===== config.mk =====
export PLATFORM = sky130hd
export DESIGN_NAME = seq_event_logger
export DESIGN_NICKNAME = d
export VERILOG_FILES = /design/src/rtl/seq_event_logger.sv
export SDC_FILE = /design/constraint.sdc
export NUM_CORES = 1
export LEC_CHECK = 0
export CELL_PAD_IN_SITES_DETAIL_PLACEMENT = 0
export CELL_PAD_IN_SITES_GLOBAL_PLACEMENT = 2
export CORE_UTILIZATION = 40
export CTS_BUF_LIST = sky130_fd_sc_hd__clkbuf_8
export DETAILED_ROUTE_END_ITERATION = 12
export PLACE_DENSITY = 0.87
export SLEW_MARGIN = 30
export SYNTH_ARGS = -nofsm -noshare
export SYNTH_HDL_FRONTEND = slang
export SYNTH_SLANG_ARGS = --single-unit

===== constraint.sdc =====
create_clock -name clk -period 2.6 [get_ports clk]
set_input_delay 0.52 -clock clk [delete_from_list [all_inputs] [get_ports clk]]
set_output_delay 0.52 -clock clk [all_outputs]
set_load 0.05 [all_outputs]

===== src/rtl/seq_event_logger.sv =====
`default_nettype none
// ============================================================================
// Module   : seq_event_logger
// Purpose  : Timestamps rising edges of the sequence detector's seq_seen
//            output against a free-running cycle counter and queues the
//            timestamps in a small circular FIFO. A saturating hit counter
//            and a sticky overflow flag keep the event count exact even when
//            the FIFO has to drop entries.
// Ports    : clk        - clock
//            reset      - synchronous, active-high reset
//            seq_seen   - detector output, sampled every cycle
//            en         - logging enable (timestamp advance + capture)
//            rd_ready   - consumer accepts the head entry
//            clr_ovf    - clears the sticky overflow flag
//            rd_valid   - FIFO holds at least one entry
//            rd_ts      - timestamp at the FIFO head
//            hit_count  - saturating count of all detected events
//            overflow   - sticky: an event was dropped on a full FIFO
// Revision : 1.0 - initial release
// ============================================================================
module seq_event_logger #(
   parameter int TS_WIDTH  = 16,
   parameter int DEPTH     = 4,
   parameter int CNT_WIDTH = 8
) (
   input  logic                 clk,
   input  logic                 reset,
   input  logic                 seq_seen,
   input  logic                 en,
   input  logic                 rd_ready,
   input  logic                 clr_ovf,
   output logic                 rd_valid,
   output logic [TS_WIDTH-1:0]  rd_ts,
   output logic [CNT_WIDTH-1:0] hit_count,
   output logic                 overflow
);

   // Address width of the storage array; pointers carry one extra wrap bit
   // so that full and empty can be told apart without a separate count.
   localparam int c_aw = $clog2(DEPTH);
   localparam int c_pw = c_aw + 1;

   localparam logic [TS_WIDTH-1:0]  c_ts_one  = TS_WIDTH'(1);
   localparam logic [c_pw-1:0]      c_ptr_one = c_pw'(1);
   localparam logic [CNT_WIDTH-1:0] c_cnt_one = CNT_WIDTH'(1);
   localparam logic [CNT_WIDTH-1:0] c_cnt_max = {CNT_WIDTH{1'b1}};

   // ------------------------------------------------------------------------
   // State
   // ------------------------------------------------------------------------
   logic [TS_WIDTH-1:0]  r_ts_cnt;
   logic                 r_seq_prev;
   logic [c_pw-1:0]      r_wr_ptr;
   logic [c_pw-1:0]      r_rd_ptr;
   logic [TS_WIDTH-1:0]  r_mem [DEPTH];
   logic [CNT_WIDTH-1:0] r_hit_count;
   logic                 r_overflow;

   // ------------------------------------------------------------------------
   // Combinational control
   // ------------------------------------------------------------------------
   logic            w_event;
   logic            w_empty;
   logic            w_full;
   logic            w_pop;
   logic            w_push;
   logic            w_drop;
   logic [c_aw-1:0] w_wr_idx;
   logic [c_aw-1:0] w_rd_idx;

   always_comb begin
      w_wr_idx = r_wr_ptr[c_aw-1:0];
      w_rd_idx = r_rd_ptr[c_aw-1:0];

      // A sustained high level on seq_seen is a single event: only the
      // 0->1 transition qualifies, and only while logging is enabled.
      w_event  = seq_seen & ~r_seq_prev & en;

      w_empty  = (r_wr_ptr == r_rd_ptr);
      w_full   = (r_wr_ptr[c_aw] != r_rd_ptr[c_aw]) &&
                 (w_wr_idx == w_rd_idx);

      w_pop    = ~w_empty & rd_ready;

      // A pop in the same cycle frees the slot the push needs, so a full
      // FIFO still accepts the new entry when the consumer is reading.
      w_push   = w_event & (~w_full | w_pop);
      w_drop   = w_event & w_full & ~w_pop;
   end

   // ------------------------------------------------------------------------
   // Timestamp counter and edge-detect history
   // ------------------------------------------------------------------------
   always_ff @(posedge clk) begin
      if (reset) begin
         r_ts_cnt   <= '0;
         r_seq_prev <= 1'b0;
      end else begin
         // History tracks seq_seen even while disabled so that a level that
         // is already high when en rises is not mistaken for a new edge.
         r_seq_prev <= seq_seen;
         if (en) begin
            r_ts_cnt <= r_ts_cnt + c_ts_one;
         end
      end
   end

   // ------------------------------------------------------------------------
   // FIFO pointers
   // ------------------------------------------------------------------------
   always_ff @(posedge clk) begin
      if (reset) begin
         r_wr_ptr <= '0;
         r_rd_ptr <= '0;
      end else begin
         if (w_push) begin
            r_wr_ptr <= r_wr_ptr + c_ptr_one;
         end
         if (w_pop) begin
            r_rd_ptr <= r_rd_ptr + c_ptr_one;
         end
      end
   end

   // ------------------------------------------------------------------------
   // FIFO storage
   // The stored value is the timestamp before this cycle's increment.
   // Clearing the array on reset makes rd_ts read zero out of reset.
   // ------------------------------------------------------------------------
   always_ff @(posedge clk) begin
      if (reset) begin
         for (int i = 0; i < DEPTH; i++) begin
            r_mem[i] <= '0;
         end
      end else if (w_push) begin
         r_mem[w_wr_idx] <= r_ts_cnt;
      end
   end

   // ------------------------------------------------------------------------
   // Saturating hit counter: counts every event, including dropped ones.
   // ------------------------------------------------------------------------
   always_ff @(posedge clk) begin
      if (reset) begin
         r_hit_count <= '0;
      end else if (w_event && (r_hit_count != c_cnt_max)) begin
         r_hit_count <= r_hit_count + c_cnt_one;
      end
   end

   // ------------------------------------------------------------------------
   // Sticky overflow: a drop in the same cycle as a clear keeps it set.
   // ------------------------------------------------------------------------
   always_ff @(posedge clk) begin
      if (reset) begin
         r_overflow <= 1'b0;
      end else if (w_drop) begin
         r_overflow <= 1'b1;
      end else if (clr_ovf) begin
         r_overflow <= 1'b0;
      end
   end

   // ------------------------------------------------------------------------
   // Outputs: derived only from registered state, so the head entry stays
   // stable while the consumer stalls and no path exists from the inputs.
   // A push never targets the head slot unless the FIFO is empty or a pop
   // is moving the head away in the same cycle.
   // ------------------------------------------------------------------------
   assign rd_valid  = ~w_empty;
   assign rd_ts     = r_mem[w_rd_idx];
   assign hit_count = r_hit_count;
   assign overflow  = r_overflow;

endmodule
`default_nettype wire


=== After elaboration in Yosys (flattened, before gate mapping) ===
Memories as Yosys holds them, arrays and structs flattened. A register that Yosys moved wholly into a read port is not among the register bits.
Cells that the tools add are included.

* Bits in writable memories: 64
* Flip-flop bits (word level): 32
* Memories: 1

* Equality and inequality tests: 4
* Muxes and demuxes: 12
* Bitwise logic cells: 11
* $add $sub $neg: 4
* Reductions and logical operators: 4

{| class="wikitable"
|+ Memory list
! name !! depth !! bits a word !! read ports !! clocked after Yosys merged registers in !! wr ports !! line !! RTL
|-
| r_mem || 4 || 16 || 1 || 1 || 4 || 55 || <nowiki>logic [TS_WIDTH-1:0] r_mem [DEPTH];</nowiki>
|}

{| class="wikitable"
|+ Operators with widths
! cell !! count
|-
| 16-bit by 1-bit adder with 16-bit output (second input constant) || 1
|-
| 16-bit two-way mux || 1
|-
| 16-bit OR reduction || 1
|-
| 8-bit by 1-bit adder with 8-bit output (second input constant) || 1
|-
| 1-bit two-way mux || 8
|-
| 8-bit inequality test (second input constant) || 1
|-
| 3-bit by 1-bit adder with 3-bit output (second input constant) || 2
|-
| 1-bit AND || 6
|-
| 2-bit two-way mux || 3
|-
| 1-bit inverter || 4
|-
| 3-bit equality test || 1
|-
| 2-bit equality test || 1
|-
| 1-bit logical AND || 2
|-
| 2-bit nonzero test || 1
|-
| 1-bit inequality test || 1
|-
| 1-bit OR || 1
|}

=== Longest topological paths before layout ===
Gate-level depths: netlist of the first run.

* Word-level depth: 10
* Depth in mapped cells: 8
* Mapped depth without buffers: 5

=== Least setup slack after synthesis of the first run ===
OpenSTA, ideal clock, no wires.

* Path type: input to register
* Start: in en
* End: mem r_mem[0][0] (enable)
* Buffers on the path: 3
* Path slack: 0.323 ns
* Stages: 7
* Library setup time: 0.375 ns
* Arrival: 1.902 ns
* Path through: buf_2 and3b_1 buf_2 o41ai_1 or3_1 buf_2 nand2b_1

{| class="wikitable"
|+ RTL lines
! item !! line !! RTL
|-
| from (decl) || 29 || <nowiki>input logic en,</nowiki>
|-
| to (decl) || 55 ||
|}

=== Worst setup path after layout of the first run ===
* Start: reg r_wr_ptr[0]
* End: out rd_valid

* Word-level cells in the longest chain between the ends: 2

{| class="wikitable"
|+ RTL lines
! item !! line !! RTL
|-
| from (decl) || 53 || <nowiki>logic [c_pw-1:0] r_wr_ptr;</nowiki>
|-
| from (signal assigned) || 117 || <nowiki>r_wr_ptr <= r_wr_ptr + c_ptr_one;</nowiki>
|-
| 3-bit equality test || 79 || <nowiki>w_empty = (r_wr_ptr == r_rd_ptr);</nowiki>
|-
| 1-bit inverter || 170 || <nowiki>assign rd_valid = ~w_empty;</nowiki>
|-
| to (decl) || 32 || <nowiki>output logic rd_valid,</nowiki>
|}

Every way passes these cells.

==> results of run 1 <==
layout make-up:
cell class	instances	area (um^2)
clock buffers	9	124
fillers	933	5380
multi-input cells	228	1630
repair buffers	45	412
clock inverters	7	82.6
well taps	136	170
flip-flops and latches	98	2600
inverters	4	15.0
flip-flops by register name (all words and copies together) (netlist names), named ones only:
register,count
hit_count,8
r_mem,64
r_ts_cnt,16
r_wr_ptr,3
r_rd_ptr,3
r_seq_prev,1
overflow,1
kinds of logic (layout without fill, tap and decap cells):
logic type | Yosys count | count (layout) | synth area share [%]
xor+xnor | 18 | 18 | 3.97
mux | 21 | 21 | 9.45
flops | 98 | 98 | 59.9
compound gates | 28 | 28 | 4.20
buf+inv | 23 | 65 | 2.76
fa+ha+maj | 4 | 4 | 1.15
simple gates | 157 | 157 | 18.5
tightest hold or removal path: cells and delay by family, from the launching register on:
kind	cells	cell delay (ps)
compound gates	2	140
flops	1	340
metrics by stage:
stage | instances | total power, uW | utilization (%)
CTS | 527 | 3280 | 48.3
detailed placement | 511 | 2270 | 46.4
global route | 527 | 3380 | 48.3
global placement | 511 | 2270 | 46.4
finish | 527 | 3240 | 48.3
floorplan | 349 | 2130 | -
where the power goes:
| group | total (uW) | internal (uW) | switching, uW |
|---|---|---|---|
| logic | 485 | 180 | 305 |
| clock network | 1010 | 460 | 554 |
| registers | 1740 | 1710 | 31.0 |
final timing paths:
check	from	endpoint	slack, ps	cells after the start
worst max-delay path	r_wr_ptr[0]	rd_valid	210	3
worst min-delay path	r_ts_cnt[5]	r_ts_cnt[5]	520	2
worst max register to register	r_wr_ptr[0]	r_mem[3][14]	600	3
worst min register to register	r_ts_cnt[5]	r_ts_cnt[5]	520	2
cells in the mapped netlist (7+ instances only):
| cell type | count |
|---|---|
| xor2_1 | 9 |
| buf_2 | 8 |
| dfxtp_1 | 34 |
| nand3_1 | 7 |
| nor2_4 | 10 |
| nand2_1 | 9 |
| o21ai_0 | 8 |
| mux4_2 | 16 |
| edfxtp_1 | 64 |
| nor2_1 | 82 |
| xnor2_1 | 7 |
| clkbuf_1 | 8 |
| a21oi_1 | 7 |
| nand2b_1 | 19 |
routing by layer:
layer / part of all wire, % / track usage, % / wire length (um)
met5: 0 / 0 / 0
met4: 1.3 / 6.65 / 106
met3: 3.7 / 3.19 / 303
met2: 49 / 25.8 / 4090
met1: 46 / 21.6 / 3790
layout by cell type, fill, tap and decap left out, types with 2 or more instances in the layout:
master	count
nor2_1	82
edfxtp_1	64
dfxtp_1	34
buf_4	27
nand2b_1	19
mux4_2	16
clkdlybuf4s50_1	14
nor2_4	10
xor2_1	9
nand2_1	9
clkbuf_8	9
o21ai_0	8
xnor2_1	7
a21oi_1	7
nand3_1	7
or3_1	5
mux2i_1	5
nand4_1	5
nor3_1	5
inv_1	4
nor4_1	4
ha_1	4
nor2b_1	3
buf_12	3
xor2_2	2
nand3b_2	2
and3_1	2
a211oi_1	2
o211ai_1	2
a31oi_1	2
inv_6	2
clkinvlp_4	2
==> impl_metrics.toml, run 1 <==
[yosys]
synth_area_um2 = 4340
synth_fp_nets = 359
synth_top_area_share_pct = 44.2
netlist_instances = 349
synth.yosys.warnings = 0
synth_edf_count = 64
avgSynthCellArea_um2 = 12.4
ys_async_sr_fraction_pct = 0
ys_dominant_reg_cell = "edfxtp_1"
synth.distinct_cells = 41
synth.largest_area_cell = "edfxtp_1"
seq_area_frac_synth_pct = 59.9
synth_area_leaders = "edfxtp_1 44%, dfxtp_1 16%, mux4_2 8.3%, nor2_1 7.1%, nand2b_1 2.7%"
yosys_register_bits = 98

[floorplan]
design.portCount = 32
start_util_pct = 41.7
die_h_um = 106
fp.coreArea_um2 = 10400
die_width_um = 106
fp-row-count = 37
die_area_um2 = 11300

[clock_network]
cts_made_buffers = 9
clock_latency_at_the_later_pin_of_the_worst_skew_pair_ps = 360
clock_tree_buf_depth = 2
postcts_setup_bufs = 0
cts.clk_slew.worst_paths_ps = 90
cts_tree = "built"
ctsResizeCount = 1
clk_root_buffer_cell = "clkbuf_8"
clock_tree.htree_level_count = 3
cts_hold_repair.buffers = 0
cts.sinks = 98

[setup_path]
worst-endpoint-arrival_ps = 1870
cp-start-kind = "flop"
critical_path_s_largest_stage_delay_ps = 520
path_max_fanout = 7
timing.critical_path.max_delay_family = "flip-flops"
worst_path_max_delay_cell = "dfxtp_1"
path_class = "reg2out"
timing.critical_path.cells = "xor2_2 > or3_1 > dlygate4sd2_1"
critical_path_required_ps = 2080
critical_path.endpoint_type = "output pin"
timing.critical_path.buf_inv = 1

[global_routing]
grt_max_degree = 20
grt_pass1_vias = 2645
grt_pass1_wl_um = 13800
overflow = 0
grt_use_total_pct = 16.2
antenna_found_initial = 0

[sta]
grt_setup_unrepaired = "false"
fin_hold_ws_ps = 519
period_minus_ws_final_ps = 2390
setup_ws_ps = 212
timing.max_slew.rel_slack_pct = 65.4
final_min_period_over_clock_period_pct = 91.8
least_margin_pin_slew_ps = 519
timing_hold_violations_final = 0
tns_ps = 0
slew_violations = 0
fmaxAchievable_mhz = 419
finalSetupViolCount = 0
fin_worst_skew_ps = 12.6

[drt]
wl_per_cell_um = 15.7
detail_route.drc_violations = 0
drt_wl_total_um = 8290
initialDrtViolationCount = 142
ant_nets = 0
drt_pass1_iterations = 4
vias = 2688
routed_via_density = 5.10

[final_layout]
layout-area-overhead-vs-synth_pct = 15.9
nets = 396
layout-drive-gt1-share_pct = 20.5
final_area_um2 = 5030
num_antenna_cells = 0

[placement]
gp_routability_congestion = 0.723
dpl.hpwl_um = 5520
dp_worst_setup_slack_ps = 123
postPlaceCellArea_um2 = 4830
port-buffer-count = 31

[run_status]
result_of_the_run = "finished, final reports clean"

[job]
drv.max_cap_violation_count = 0

[min_path]
hp-class = "reg2reg"

[pwr]
ir_worst_vdd_mv = 0.314
power_density_nw_per_um2 = 644
cellLeakagePower_uw = 0.00169
(Power assumes the default switching activity.)
==> run 2, diff against run 1 <==
Settings changed: CTS_CLUSTER_SIZE set to 12.
==> results of run 2 <==
The final DEF is identical to that of run 1; final timing and power are the same.
